## src/rtl/bcd_pkg.sv

```systemverilog
// Shared types and constants for the packed-BCD arithmetic units.
package bcd_pkg;

    localparam int unsigned DIGITS_DEFAULT = 8;
    localparam int unsigned BCD_RADIX      = 10;

    typedef logic [3:0] bcd_digit_t;

    typedef enum logic [1:0] {
        IDLE = 2'd0,
        SUB  = 2'd1,
        CMP  = 2'd2,
        DONE = 2'd3
    } state_e;

endpackage

```

## src/rtl/bcd_digit_sub.sv

```systemverilog
// Combinational single-digit BCD subtractor: d = a - b - bin with decimal borrow.
module bcd_digit_sub
    import bcd_pkg::*;
(
    input  bcd_digit_t a,
    input  bcd_digit_t b,
    input  logic       bin,
    output bcd_digit_t d,
    output logic       bout,
    output logic       invalid
);

    logic [4:0] diff;
    bcd_digit_t adj;

    always_comb begin
        diff    = {1'b0, a} - {1'b0, b} - {4'b0000, bin};
        // Low nibble of (diff + 10) equals low nibble of diff plus 10 modulo 16.
        adj     = diff[3:0] + 4'(BCD_RADIX);
        bout    = diff[4];
        d       = bout ? adj : diff[3:0];
        invalid = (a > 4'(BCD_RADIX - 1)) || (b > 4'(BCD_RADIX - 1));
    end

endmodule

```

## src/rtl/bcd_serial_subtractor.sv

```systemverilog
// Digit-serial packed-BCD subtractor S = A - B - BIN, LSD first, start/ready in, valid/ack out.
// Optional BCD_SIGN_MAG_EN: negative results are re-complemented to sign/magnitude (NEG=1).
module bcd_serial_subtractor
    import bcd_pkg::*;
#(
    parameter int unsigned DIGITS = DIGITS_DEFAULT
) (
    input  logic                  CLK,
    input  logic                  RST,
    input  logic [4*DIGITS-1:0]   A,
    input  logic [4*DIGITS-1:0]   B,
    input  logic                  BIN,
    input  logic                  START,
    output logic                  READY,
    output logic [4*DIGITS-1:0]   S,
    output logic                  BOUT,
    output logic                  NEG,
    output logic                  ERR,
    output logic                  VALID,
    input  logic                  ACK
);

    localparam int unsigned W  = 4 * DIGITS;
    localparam int unsigned IW = (DIGITS > 1) ? $clog2(DIGITS) : 1;

    state_e          state_q, state_d;
    logic [W-1:0]    a_q, a_d;
    logic [W-1:0]    b_q, b_d;
    logic [W-1:0]    s_q, s_d;
    logic [IW-1:0]   idx_q, idx_d;
    logic            borrow_q, borrow_d;
    logic            bout_q, bout_d;
    logic            err_q, err_d;
    logic            valid_q, valid_d;
    logic            ready_q, ready_d;
`ifdef BCD_SIGN_MAG_EN
    logic            neg_q, neg_d;
`endif

    bcd_digit_t      op_a, op_b, dig;
    logic            dig_bout, dig_invalid;
    logic            last_digit;

    // Operand select: CMP reuses the digit subtractor to form 0 - S.
    always_comb begin
`ifdef BCD_SIGN_MAG_EN
        op_a = (state_q == CMP) ? 4'h0 : a_q[3:0];
        op_b = (state_q == CMP) ? s_q[3:0] : b_q[3:0];
`else
        op_a = a_q[3:0];
        op_b = b_q[3:0];
`endif
    end

    bcd_digit_sub u_digit_sub (
        .a       (op_a),
        .b       (op_b),
        .bin     (borrow_q),
        .d       (dig),
        .bout    (dig_bout),
        .invalid (dig_invalid)
    );

    assign last_digit = (idx_q == IW'(DIGITS - 1));

    always_comb begin
        state_d  = state_q;
        a_d      = a_q;
        b_d      = b_q;
        s_d      = s_q;
        idx_d    = idx_q;
        borrow_d = borrow_q;
        bout_d   = bout_q;
        err_d    = err_q;
        valid_d  = valid_q;
`ifdef BCD_SIGN_MAG_EN
        neg_d    = neg_q;
`endif

        case (state_q)
            IDLE: begin
                if (START && ready_q) begin
                    a_d      = A;
                    b_d      = B;
                    borrow_d = BIN;
                    s_d      = '0;
                    idx_d    = '0;
                    bout_d   = 1'b0;
                    err_d    = 1'b0;
`ifdef BCD_SIGN_MAG_EN
                    neg_d    = 1'b0;
`endif
                    state_d  = SUB;
                end
            end

            SUB: begin
                // New digit enters at the top so S is in place after DIGITS shifts.
                s_d      = W'({dig, s_q} >> 4);
                a_d      = a_q >> 4;
                b_d      = b_q >> 4;
                borrow_d = dig_bout;
                err_d    = err_q | dig_invalid;
                idx_d    = idx_q + IW'(1);
                if (last_digit) begin
                    bout_d  = dig_bout;
                    idx_d   = '0;
                    state_d = DONE;
`ifdef BCD_SIGN_MAG_EN
                    if (dig_bout) begin
                        borrow_d = 1'b0;
                        neg_d    = 1'b1;
                        state_d  = CMP;
                    end
`endif
                end
            end

`ifdef BCD_SIGN_MAG_EN
            CMP: begin
                s_d      = W'({dig, s_q} >> 4);
                borrow_d = dig_bout;
                idx_d    = idx_q + IW'(1);
                if (last_digit) begin
                    idx_d   = '0;
                    state_d = DONE;
                end
            end
`endif

            DONE: begin
                // VALID rises one cycle after entry; ACK only counts once it is up.
                if (valid_q) begin
                    if (ACK) begin
                        valid_d = 1'b0;
                        state_d = IDLE;
                    end
                end else begin
                    valid_d = 1'b1;
                end
            end

            default: begin
                state_d = IDLE;
            end
        endcase

        ready_d = (state_d == IDLE);
    end

    always_ff @(posedge CLK) begin
        if (RST) begin
            state_q  <= IDLE;
            a_q      <= '0;
            b_q      <= '0;
            s_q      <= '0;
            idx_q    <= '0;
            borrow_q <= 1'b0;
            bout_q   <= 1'b0;
            err_q    <= 1'b0;
            valid_q  <= 1'b0;
            ready_q  <= 1'b1;
`ifdef BCD_SIGN_MAG_EN
            neg_q    <= 1'b0;
`endif
        end else begin
            state_q  <= state_d;
            a_q      <= a_d;
            b_q      <= b_d;
            s_q      <= s_d;
            idx_q    <= idx_d;
            borrow_q <= borrow_d;
            bout_q   <= bout_d;
            err_q    <= err_d;
            valid_q  <= valid_d;
            ready_q  <= ready_d;
`ifdef BCD_SIGN_MAG_EN
            neg_q    <= neg_d;
`endif
        end
    end

    assign READY = ready_q;
    assign S     = s_q;
    assign BOUT  = bout_q;
    assign ERR   = err_q;
    assign VALID = valid_q;
`ifdef BCD_SIGN_MAG_EN
    assign NEG   = neg_q;
`else
    assign NEG   = 1'b0;
`endif

endmodule

```

## config.mk

```make
export PLATFORM = sky130hd
export DESIGN_NAME = bcd_serial_subtractor
export DESIGN_NICKNAME = d
export VERILOG_FILES = /design/src/rtl/bcd_pkg.sv /design/src/rtl/bcd_digit_sub.sv /design/src/rtl/bcd_serial_subtractor.sv
export SDC_FILE = /design/constraint.sdc
export NUM_CORES = 1
export LEC_CHECK = 0
export BUFFER_PORTS_ARGS = -buffer_cell sky130_fd_sc_hd__buf_2
export CAP_MARGIN = 20
export CORE_MARGIN = 2
export CORE_UTILIZATION = 53
export DETAILED_ROUTE_END_ITERATION = 8
export PLACE_DENSITY = 0.79
export REMOVE_ABC_BUFFERS = 1
export SYNTH_ARGS = -nofsm -noshare
export SYNTH_HDL_FRONTEND = slang
export SYNTH_HIERARCHICAL = 1
export SYNTH_SLANG_ARGS = --single-unit
```

## constraint.sdc

```tcl
create_clock -name CLK -period 2.5 [get_ports CLK]
set_input_delay 0.125 -clock CLK [delete_from_list [all_inputs] [get_ports CLK]]
set_output_delay 0.125 -clock CLK [all_outputs]
set_load 0.02 [all_outputs]
```

==> qor.txt <==
F_max = 0.4140 GHz
M2 GR Usage = 41.49%
Seq/Total Area, Yosys = 49.30%
Post-Synthesis Cells = 455
Die footprint = 8858 sq um
GRT Total Usage = 24.32%
Maxcap violations = 0
Root buf cell = clkbuf_8
Critical-path maximum fanout = 3
Kind of critical path = flop to flop
Most frequent cells in the layout = 106 x dfxtp_1, 104 x buf_2, 42 x nand2_1
Row cnt = 32
Met3 Usage GRT = 5.457%
WL final = 10400 um
Fin. max-slew vios = 0
Top_reg_cell synth = dfxtp_1
Number of synthesized flops with an enable pin = 0
Worst VDD drop = 0.4014 mV
Tmin final = 2.415 ns
Post-Route Setup TNS = 0 ns
Net count, final = 654
Netlist cell types = 45
Vias = 3897
Worst slew margin = 39.63%
Post-Syn Area per Cell = 9.460 sq um
Die height = 94.12 um
Clk sinks = 106
HP Class = input port to flop
Starting DRT DRC Count = 197
Largest net degree at the start of global routing = 43
Netlist Area Pre-Place = 4304 sq um
Gr busiest metal = met2
Tcrit/Tclk final = 96.61%
Critical Path End Type = flop
Cts bufs inserted = 9
#FFs+latches synth = 106
Final setup viols = 0
Max clock buf depth = 2
WP data required = 2.73 ns
ANT nets after route = 0
RSZ-0062 raised after global routing = no
Synth warnings = 6
Async SR Flop Fraction = 0%
Core ar. = 7807 sq um
Initial antenna violation count = 0
P_leak = 2.300 nW
WHS = 0.009687 ns
Startpoint Class = flop
Layout cells sized above 1 = 24.87%
First-pass iteration count of the detailed router = 4
GPL Wtd Cong = 0.8110
First-pass GRT wire length = 17070 um
Clock Latency Late Sink = 0.36 ns
Power per Cell Area = 650.4 nW/um^2
Routed wire per std cell = 15.27 um
Starting Density = 55.13%
Vias in the first global route = 3733
P&R area growth vs syn = 25.58%
Total grt overflow = 0
DRC = 0
Worst Clk Skew = 0.006773 ns
Vias per cell = 5.722
Antenna cells = 0
CTS tree = yes
Met1 GRT Util = 30.41%
Status = complete, no violations
Htree depth = 3
Die X-Extent = 94.12 um
DP Wirelength = 6834 um
Arrival time worst endpoint = 2.65 ns
Pin slew with the least headroom to its limit = 0.9055 ns
IO buf count = 104
Commonest non-fill, non-tap cell in the layout = dfxtp_1
Worst-path clk slew = 0.09 ns
Fin. Hold Viols = 0
I/O pin count = 106
## through the flow
step	instance area, sq um	instances	setup WS [ns]	total power [mW]	utilization, %
finish	5405	681	0.08479	3.515	69.23
floorplan	4100	415	0.1892	2.261	-
CTS	5394	681	0.01713	3.525	69.09
global placement	4888	633	0.1222	2.455	62.61
detailed placement	4888	633	0.04705	2.481	62.61
global route	5405	681	0.03768	3.683	69.23
## registers in the layout (all words and copies together) (netlist names)
signal,flops
borrow_q,1
S,32
b_q,32
READY,1
VALID,1
state_q,2
a_q,32
ERR,1
idx_q,3
BOUT,1
## final timing paths
path	from	end	slack [ns]	cells past startpoint
hold / removal	B[0]	b_q[0]	0.01	2
setup reg to reg	b_q[0]	S[30]	0.08	9
hold reg to reg	b_q[26]	b_q[26]	0.46	2
setup / recovery	b_q[0]	S[30]	0.08	9
## area by class of cell
class                      instances  area [sq um]
tap                              102         127.6
sequential                       106          2122
fill                             625          2402
timing repair buffer             148         968.4
clock buffer                      11         131.4
multi-input combinational        284          1908
inverter                          25         93.84
clock inverter                     5         53.80
## power breakdown
group	switching, mW	internal (mW)
sequential	0.0654	1.80
combinational	0.332	0.304
clock	0.555	0.463
total	0.952	2.56
## synth_stat cells, types with 3 or more instances
master / n / area (sq um)
o221a_2: 4 / 45.04
buf_2: 16 / 80.08
a221o_1: 26 / 260.3
o221ai_1: 21 / 183.9
o32ai_1: 4 / 35.03
nor2_1: 17 / 63.81
o22ai_1: 12 / 75.07
clkbuf_1: 17 / 63.81
o21ai_0: 26 / 130.1
ha_1: 9 / 112.6
nand3_1: 12 / 60.06
and2_1: 23 / 143.9
dfxtp_1: 106 / 2122
nor3_1: 3 / 15.01
buf_6: 4 / 45.04
a22o_1: 17 / 148.9
inv_1: 23 / 86.33
nand2_1: 42 / 157.7
xnor2_1: 3 / 26.28
a21oi_1: 41 / 205.2
## logic make-up after synthesis
group	share of synthesized area (%)
flops	49.30
other cells	0.08713
mux	0.5813
fa+ha+maj	3.547
simple gates	11.83
buf+inv	6.918
compound gates	26.72
xor+xnor	1.018
## critical path, stage by stage (launching register included)
cell and delay [ns]:
dfxtp_1 0.34, inv_1 0.07, fa_2 0.40, fa_2 0.37
nand2b_1 0.19, a211o_1 0.33, and2_4 0.19, mux2_4 0.29
nand2_1 0.06, a21oi_1 0.06
## per-layer routing
layer / wire (um) / up-vias
li1: - / 1888
met1: 4389 / 1839
met2: 5103 / 157
met3: 780 / 13
met4: 127 / 0
met5: 0 / -
## what timing repair did
item,4_1_cts,5_1_grt
endpoints found under the hold margin,32,0
hold buffers,32,0
setup endpoints to repair,0,3
buffers inserted,0,0
gates resized for setup,0,3
Power figures use the tool's default switching activity.
